===== src/rtl/board_row_writer.sv =====
//------------------------------------------------------------------------------
// Module   : board_row_writer
// Purpose  : Write-side owner of the playfield row RAM (ROWS words of COLS
//            bits, row 0 = top, bit c = column c). Executes one command at a
//            time: CLEAR_ALL, PLACE (piece-row mask with collision check) and
//            SWEEP (remove full lines, compact the rows above downwards).
// Ports    : Clock, Reset          - clock (posedge), synchronous active-high reset
//            cmd_valid/cmd_ready   - command handshake (ready only in IDLE)
//            cmd_op/cmd_row/cmd_mask - opcode, PLACE target row and mask
//            rdaddress / q         - RAM read port (q valid one cycle later)
//            wraddress/data/wren   - registered RAM write port
//            done                  - one-cycle completion pulse
//            collision             - result of the last PLACE
//            lines_cleared         - full rows removed by the last SWEEP
//            score                 - cumulative lines cleared
// Options  : BOARD_SCORE_EN - when defined, score accumulates (saturating)
//            lines_cleared at the end of each SWEEP; otherwise score is 0.
// Revision : 1.0 - initial release
//------------------------------------------------------------------------------
`default_nettype none

module board_row_writer #(
    parameter int ROWS = 40,
    parameter int COLS = 10,
    parameter int AW   = 6
) (
    input  logic            Clock,
    input  logic            Reset,
    input  logic            cmd_valid,
    output logic            cmd_ready,
    input  logic [1:0]      cmd_op,
    input  logic [AW-1:0]   cmd_row,
    input  logic [COLS-1:0] cmd_mask,
    output logic [AW-1:0]   rdaddress,
    input  logic [COLS-1:0] q,
    output logic [AW-1:0]   wraddress,
    output logic [COLS-1:0] data,
    output logic            wren,
    output logic            done,
    output logic            collision,
    output logic [AW-1:0]   lines_cleared,
    output logic [15:0]     score
);

    localparam logic [2:0] c_ST_IDLE   = 3'd0;
    localparam logic [2:0] c_ST_CLR    = 3'd1;
    localparam logic [2:0] c_ST_P_RD   = 3'd2;
    localparam logic [2:0] c_ST_P_CHK  = 3'd3;
    localparam logic [2:0] c_ST_S_RD   = 3'd4;
    localparam logic [2:0] c_ST_S_CHK  = 3'd5;
    localparam logic [2:0] c_ST_S_FILL = 3'd6;
    localparam logic [2:0] c_ST_FIN    = 3'd7;

    localparam logic [1:0] c_OP_CLEAR = 2'b00;
    localparam logic [1:0] c_OP_PLACE = 2'b01;
    localparam logic [1:0] c_OP_SWEEP = 2'b10;

    localparam logic [AW-1:0] c_LAST_ROW = AW'(ROWS - 1);
    localparam logic [AW-1:0] c_ROWS     = AW'(ROWS);

    logic [2:0]      state_q, state_d;
    logic [AW-1:0]   row_q, row_d;
    logic [COLS-1:0] mask_q, mask_d;
    logic [AW-1:0]   rp_q, rp_d;           // SWEEP read pointer
    logic [AW-1:0]   wp_q, wp_d;           // write pointer (CLR counts up, SWEEP counts down)
    logic [AW-1:0]   rdaddress_q, rdaddress_d;
    logic [AW-1:0]   wraddress_q, wraddress_d;
    logic [COLS-1:0] data_q, data_d;
    logic            wren_q, wren_d;
    logic            done_q, done_d;
    logic            collision_q, collision_d;
    logic [AW-1:0]   lines_cleared_q, lines_cleared_d;

    logic            w_accept;
    logic            w_row_full;
    logic [AW-1:0]   w_lc_next;

    assign w_accept   = cmd_valid && (state_q == c_ST_IDLE);
    assign w_row_full = (q == {COLS{1'b1}});
    // Line count including the row under inspection in S_CHK; never exceeds ROWS.
    assign w_lc_next  = (w_row_full && (lines_cleared_q != c_ROWS)) ?
                        lines_cleared_q + AW'(1) : lines_cleared_q;

    //--------------------------------------------------------------------------
    // State register
    //--------------------------------------------------------------------------
    always_ff @(posedge Clock) begin
        if (Reset) begin
            state_q <= c_ST_IDLE;
        end else begin
            state_q <= state_d;
        end
    end

    //--------------------------------------------------------------------------
    // Next-state logic
    //--------------------------------------------------------------------------
    always_comb begin
        state_d = state_q;
        case (state_q)
            c_ST_IDLE: begin
                if (w_accept) begin
                    case (cmd_op)
                        c_OP_CLEAR: state_d = c_ST_CLR;
                        c_OP_PLACE: state_d = c_ST_P_RD;
                        c_OP_SWEEP: state_d = c_ST_S_RD;
                        default:    state_d = c_ST_FIN;
                    endcase
                end
            end
            c_ST_CLR:    if (wp_q == c_LAST_ROW) state_d = c_ST_FIN;
            c_ST_P_RD:   state_d = c_ST_P_CHK;
            c_ST_P_CHK:  state_d = c_ST_FIN;
            c_ST_S_RD:   state_d = c_ST_S_CHK;
            c_ST_S_CHK: begin
                if (rp_q == '0) begin
                    // Fill only needed when at least one row disappeared.
                    state_d = (w_lc_next != '0) ? c_ST_S_FILL : c_ST_FIN;
                end else begin
                    state_d = c_ST_S_RD;
                end
            end
            c_ST_S_FILL: if (wp_q == '0) state_d = c_ST_FIN;
            c_ST_FIN:    state_d = c_ST_IDLE;
            default:     state_d = c_ST_IDLE;
        endcase
    end

    //--------------------------------------------------------------------------
    // Output / datapath next-value logic
    //--------------------------------------------------------------------------
    always_comb begin
        row_d           = row_q;
        mask_d          = mask_q;
        rp_d            = rp_q;
        wp_d            = wp_q;
        rdaddress_d     = rdaddress_q;
        wraddress_d     = wraddress_q;
        data_d          = data_q;
        wren_d          = 1'b0;
        done_d          = 1'b0;
        collision_d     = collision_q;
        lines_cleared_d = lines_cleared_q;

        case (state_q)
            c_ST_IDLE: begin
                if (w_accept) begin
                    row_d  = cmd_row;
                    mask_d = cmd_mask;
                    case (cmd_op)
                        c_OP_CLEAR: wp_d = '0;
                        // Read address is registered so it is stable during P_RD/S_RD.
                        c_OP_PLACE: rdaddress_d = cmd_row;
                        c_OP_SWEEP: begin
                            rp_d            = c_LAST_ROW;
                            wp_d            = c_LAST_ROW;
                            rdaddress_d     = c_LAST_ROW;
                            lines_cleared_d = '0;
                        end
                        default: ;
                    endcase
                end
            end
            c_ST_CLR: begin
                wren_d      = 1'b1;
                wraddress_d = wp_q;
                data_d      = '0;
                if (wp_q != c_LAST_ROW) wp_d = wp_q + AW'(1);
            end
            c_ST_P_CHK: begin
                if ((q & mask_q) != '0) begin
                    collision_d = 1'b1;
                end else begin
                    collision_d = 1'b0;
                    wren_d      = 1'b1;
                    wraddress_d = row_q;
                    data_d      = q | mask_q;
                end
            end
            c_ST_S_CHK: begin
                lines_cleared_d = w_lc_next;
                if (!w_row_full) begin
                    // Kept row moves down to the compaction pointer.
                    wren_d      = 1'b1;
                    wraddress_d = wp_q;
                    data_d      = q;
                    if (wp_q != '0) wp_d = wp_q - AW'(1);
                end
                if (rp_q != '0) begin
                    rp_d        = rp_q - AW'(1);
                    rdaddress_d = rp_q - AW'(1);
                end
            end
            c_ST_S_FILL: begin
                wren_d      = 1'b1;
                wraddress_d = wp_q;
                data_d      = '0;
                if (wp_q != '0) wp_d = wp_q - AW'(1);
            end
            c_ST_FIN: done_d = 1'b1;
            default: ;
        endcase
    end

    //--------------------------------------------------------------------------
    // Datapath registers
    //--------------------------------------------------------------------------
    always_ff @(posedge Clock) begin
        if (Reset) begin
            row_q           <= '0;
            mask_q          <= '0;
            rp_q            <= '0;
            wp_q            <= '0;
            rdaddress_q     <= '0;
            wraddress_q     <= '0;
            data_q          <= '0;
            wren_q          <= 1'b0;
            done_q          <= 1'b0;
            collision_q     <= 1'b0;
            lines_cleared_q <= '0;
        end else begin
            row_q           <= row_d;
            mask_q          <= mask_d;
            rp_q            <= rp_d;
            wp_q            <= wp_d;
            rdaddress_q     <= rdaddress_d;
            wraddress_q     <= wraddress_d;
            data_q          <= data_d;
            wren_q          <= wren_d;
            done_q          <= done_d;
            collision_q     <= collision_d;
            lines_cleared_q <= lines_cleared_d;
        end
    end

    //--------------------------------------------------------------------------
    // Score accumulator
    //--------------------------------------------------------------------------
`ifdef BOARD_SCORE_EN
    logic            sweep_op_q, sweep_op_d;
    logic [15:0]     score_q, score_d;
    logic [16:0]     w_score_sum;

    assign w_score_sum = {1'b0, score_q} + 17'(lines_cleared_q);

    always_comb begin
        sweep_op_d = sweep_op_q;
        score_d    = score_q;
        if (w_accept) sweep_op_d = (cmd_op == c_OP_SWEEP);
        if ((state_q == c_ST_FIN) && sweep_op_q) begin
            score_d = w_score_sum[16] ? 16'hFFFF : w_score_sum[15:0];
        end
    end

    always_ff @(posedge Clock) begin
        if (Reset) begin
            sweep_op_q <= 1'b0;
            score_q    <= '0;
        end else begin
            sweep_op_q <= sweep_op_d;
            score_q    <= score_d;
        end
    end

    assign score = score_q;
`else
    assign score = '0;
`endif

    assign cmd_ready     = (state_q == c_ST_IDLE);
    assign rdaddress     = rdaddress_q;
    assign wraddress     = wraddress_q;
    assign data          = data_q;
    assign wren          = wren_q;
    assign done          = done_q;
    assign collision     = collision_q;
    assign lines_cleared = lines_cleared_q;

endmodule

`default_nettype wire


===== config.mk =====
export PLATFORM = sky130hd
export DESIGN_NAME = board_row_writer
export DESIGN_NICKNAME = d
export VERILOG_FILES = /design/src/rtl/board_row_writer.sv
export SDC_FILE = /design/constraint.sdc
export NUM_CORES = 1
export LEC_CHECK = 0
export CAP_MARGIN = 0
export CORE_MARGIN = 2
export CORE_UTILIZATION = 55
export CTS_BUF_LIST = sky130_fd_sc_hd__clkbuf_16
export DETAILED_ROUTE_END_ITERATION = 6
export PLACE_DENSITY = 0.86
export SLEW_MARGIN = 20
export SYNTH_ARGS = -nofsm -noshare
export SYNTH_HDL_FRONTEND = slang
export SYNTH_SLANG_ARGS = --single-unit

===== constraint.sdc =====
create_clock -name Clock -period 3.66 [get_ports Clock]
set_input_delay 0.732 -clock Clock [delete_from_list [all_inputs] [get_ports Clock]]
set_output_delay 0.732 -clock Clock [all_outputs]
set_load 0.01 [all_outputs]

Yosys cells after proc, flatten, opt, wreduce, memory -nomap -nowiden
Cells that the tools add are included.

word-level totals
  bits in registers = 62
  input bits = 31
  output and inout port bits = 48
  word-level logic and storage cells = 97

operators by class
  add/sub/neg operators = 4
  eq/ne operators = 23
  muxes and demuxes = 35
  bitwise logic cells = 2
  reduce and logical (&&, ||, !) cells = 21

operators by type and width
  cell                                               number
  2-to-1 mux 6 bit                                   13
  case mux 6 bit (2 select lines)                    5
  case mux 10 bit (3 select lines)                   1
  case mux 3 bit (8 select lines)                    1
  case mux 6 bit (4 select lines)                    1
  2-to-1 mux 10 bit                                  2
  case mux 6 bit (3 select lines)                    1
  nonzero test 6 bit                                 3
  adder 6 x 1 -> 6 bit (second input constant)       2
  == test 3 bit (second input constant)              4
  logical NOT 6 bit                                  2
  inequality test 2 bit (second input constant)      6
  inequality test 6 bit (second input constant)      2
  subtractor 6 x 1 -> 6 bit (second input constant)  2
  bitwise AND 10 bit                                 1
  == test 10 bit (second input constant)             1
  bitwise OR 10 bit                                  1
  nonzero test 10 bit                                1
  2-to-1 mux 3 bit                                   3
  case mux 3 bit (3 select lines)                    1
  AND reduction 3 bit                                3
  AND reduction 4 bit                                2
  == test 3 x 2 -> 1 bit (second input constant)     2
  == test 6 bit (second input constant)              1
  other kinds (17)                                   24

Logic depth before layout (Yosys ltp)
  depth after elaboration = 7
  gate-level depth with buffers = 9
  mapped depth without buffers = 8

Worst setup path after synthesis
No wires, ideal clock.

  path kind = reg-to-reg
  start point = reg state_q[1]
  end point = reg wp_q[5]
  library setup time = 101 ps
  arrival time = 2058 ps
  data required time = 3559 ps
  setup slack = 1501 ps
  cell stages (with the launch flop) = 10
  path buffers = 1
  period minus slack after synthesis = 2159 ps
  cell sequence = dfxtp_1 buf_4 xor2_1 and2_1 ha_1 a211oi_1 o21a_1 o22a_1 nor3_1 o41ai_1

on the way
  longest elaborated chain between the ends = 4
  elaborated cells on any way between the ends = 12
  classes of those cells = eq/ne: 7; mux: 1; reduce/logical: 4

RTL lines
  element                                   line     text
  from (decl)                               61       logic [2:0] state_q, state_d;
  from (signal assigned)                    89       state_q <= c_ST_IDLE;
  from (signal assigned)                    91       state_q <= state_d;
  logical NOT 3 bit                         78, 145
  logical AND 1 bit                         78       assign w_accept = cmd_valid && (state_q == c_ST_IDLE);
  inequality test 2 x 1 -> 1 bit (no line)  --
  AND reduction 5 bit (no line)             --
  to (signal assigned)                      225      wp_q <= wp_d;
  to (decl)                                 65       logic [AW-1:0] wp_q, wp_d;

Parallel ways exist; a longest one is shown, timed or not.
A chain may end at the register's enable or synchronous reset.

Final worst setup path
  start point = reg state_q[0]
  end point = out cmd_ready

on the way
  longest elaborated chain between the ends = 1

RTL lines
  element            line  text
  logical NOT 3 bit  270   assign cmd_ready = (state_q == c_ST_IDLE);
  to (decl)          30    output logic cmd_ready,

No other way between the ends.

==> impl_metrics.yaml <==
clock_tree:
  ctsResizeCount: 0
  tritoncts: "built"
  clkSlewWorstSetupHoldPaths_ns: 0.05
  cts_num_sinks: 62
  clock_latency_ns: 0.33
  cts_root_buffer: "clkbuf_16"
  cts_setup_buffers: 0
  clockBufferDepth: 2
  h-tree-depth: 3
  holdBufCountCts: 0
  cts_made_buffers: 9
yosys:
  syn_area_um2: 3530
  syn_area_per_cell_um2: 8.16
  synth.most_common_cell: "dfxtp_1"
  syn_inst: 432
  synth_ff_type: "dfxtp_1"
  synth_edf_count: 0
  synthTopCellsByArea: "dfxtp_1 35%, nand2_1 6.1%, a21oi_1 5.7%"
  synthArstFlopShare_pct: 0
  ys_seq_elements: 62
  yosysTopAreaCell: "dfxtp_1"
  synth_warnings: 0
  synth.distinct_cells: 67
  synth_top_area_share_pct: 35.2
  synth-seq-area-share_pct: 35.2
  yosys-top-cells-count: "62 x dfxtp_1, 57 x nand2_1, 40 x a21oi_1"
critical_path:
  critPathCaptureType: "primary output"
  cp_cell_sequence: "or3_1 > inv_1 > clkdlybuf4s50_1"
  start_kind: "register"
  r2r_slack_ns: 1.02
  cp_slowest_cell: "clkdlybuf4s50_1"
  r2r_end: "wp_q[5]$_SDFFE_PP0P_"
  arrival_ns: 2.01
  cp_slowest_stage_delay_ns: 0.54
  rr_worst_depth: 8
  cp_max_fo: 20
  worstSetupPathType: "reg2out"
  worst-endpoint-required_ns: 2.93
  r2r-start: "state_q[0]$_SDFFE_PP0P_"
grt:
  grt_pass1_wl_mm: 15.7
  grtUsageTotal_pct: 27.2
  overflow: 0
  grt_pass1_vias: 3291
  grt_max_degree: 31
  antenna_found_initial: 0
layout:
  fin_nets: 528
  diodes: 0
  stdcell_count: 567
  drive_gt1_share_pct: 7.96
  area_growth_pct: 24.7
timing:
  fin_crit_ns: 2.74
  maxSlewViolCount: 0
  post-route-period-util_pct: 75.0
  tns_ns: 0
  setup_viol: 0
  fin_worst_skew_ns: 0.00356
  finalHoldViolCount: 0
  tightest_slew_ns: 0.771
  relSlewSlack_pct: 48.6
  max_freq_mhz: 364
  rsz0062_at_grt: "false"
detailed_routing:
  via_per_inst: 6.20
  wl_mm: 9.37
  wire_per_inst_um: 16.5
  ant_nets: 0
  drtPass1Iterations: 7
  drt_iter0_markers: 472
  drc_errors: 0
  vias: 3514
floorplanning:
  start_util_pct: 56.2
  row_count: 29
  coreArea_um2: 6280
  dieArea_um2: 7070
  die_y_um: 84.1
  io_pins: 79
  die_w_um: 84.1
power:
  p_leak_nw: 1.63
  cellPowerDensity_nw_per_um2: 811
  peakVddDrop_v: 0.000488
placed_design:
  dp_cells: 551
  port-buffer-count: 62
  finalWeightedCongestion: 0.921
  dp_hpwl_mm: 6.59
hold_path:
  hold_path_end: "row_q[0]$_SDFFE_PP0P_"
  holdPathStages: 2
  hp-start: "row_q[0]$_SDFFE_PP0P_"
  hold_class: "reg2reg"
run_status:
  status: "finished, final reports clean"
run:
  cap_violations: 0
[layer usage]
layer / part of all wire [%] / up-vias / global-route usage [%]
met4: 2.2 / 0 / 10.1
li1: - / 1672 / -
met2: 48 / 174 / 44.4
met3: 6.7 / 33 / 5.54
met1: 43 / 1635 / 35.3
met5: 0 / - / 0
[kinds of logic after synthesis]
group	synth area share, %
compound gates	26.3
mux	0.852
simple gates	23.4
fa+ha+maj	4.47
buf+inv	7.98
flops	35.2
xor+xnor	1.74
other cells	0.106
[cell type report]
cell class	instances	area, µm²
multi-input cells	333	2060
flip-flops and latches	62	1240
repair buffers	67	653
clock buffers	9	225
well taps	77	96.3
clock inverters	7	72.6
fillers	520	1880
inverters	12	45.0
[flip-flops by register name, indices dropped and copies added (netlist names), 3 cells and up]
name           cells
data              10
lines_cleared      6
mask_q            10
rdaddress          6
row_q              6
rp_q               6
state_q            3
wp_q               6
wraddress          6
[worst max-delay path by stage]
stage / slack [ns] / from / to / depth (start not counted)
after CTS: 0.89 / q[0] / data[6]$_SDFFE_PP0P_ / 7
after global placement: 0.68 / cmd_op[0] / wp_q[5]$_SDFFE_PP0P_ / 8
after detailed placement: 0.59 / q[0] / data[9]$_SDFFE_PP0P_ / 7
after floorplan: 1.50 / state_q[1]$_SDFFE_PP0P_ / wp_q[5]$_SDFFE_PP0P_ / 9
after global routing: 0.74 / cmd_op[0] / wp_q[5]$_SDFFE_PP0P_ / 8
final: 0.92 / state_q[0]$_SDFFE_PP0P_ / cmd_ready / 3
[critical path: cells and delay by family (launching register included)]
| kind | cells | cell delay, ns |
|---|---|---|
| buffers and inverters | 2 | 0.67 |
| flip-flops | 1 | 0.53 |
| AND/OR/NAND/NOR | 1 | 0.48 |
[report_power, final]
part | internal, W | switching (W)
Combinational | 0.000700 | 0.000924
Sequential | 0.000866 | 0.000228
Clock | 0.000528 | 0.000321
[cell usage in the layout (no fill, tap or decap), types with 4 or more instances in the layout]
cell / instances
conb_1: 16
xor2_1: 4
o21ai_0: 17
a211oi_1: 14
a311oi_1: 11
ha_1: 11
nor2_1: 26
a21oi_1: 40
nand2b_1: 4
clkdlybuf4s50_1: 61
inv_1: 12
dfxtp_1: 62
buf_4: 5
o21a_1: 4
nor3_1: 24
o311a_1: 4
or3_1: 4
nand3_1: 7
nand2_1: 57
clkbuf_16: 9
a22oi_1: 14
nand4_1: 6
[through the flow]
stage | total power (W) | setup slack [ns] | hold slack, ns | util, % | instance area, µm²
final | 0.00357 | 0.915 | 0.472 | 70.0 | 4400
after global routing | 0.00379 | 0.744 | 0.501 | 70.0 | 4400
after CTS | 0.00354 | 0.885 | 0.473 | 70.0 | 4390
after detailed placement | 0.00268 | 0.593 | 0.465 | 65.2 | 4100
after global placement | 0.00262 | 0.677 | 0.461 | 65.2 | 4100
after floorplan | 0.00223 | 1.50 | 0.437 | - | 3580
No activity file was read; power rests on OpenSTA's default activity.
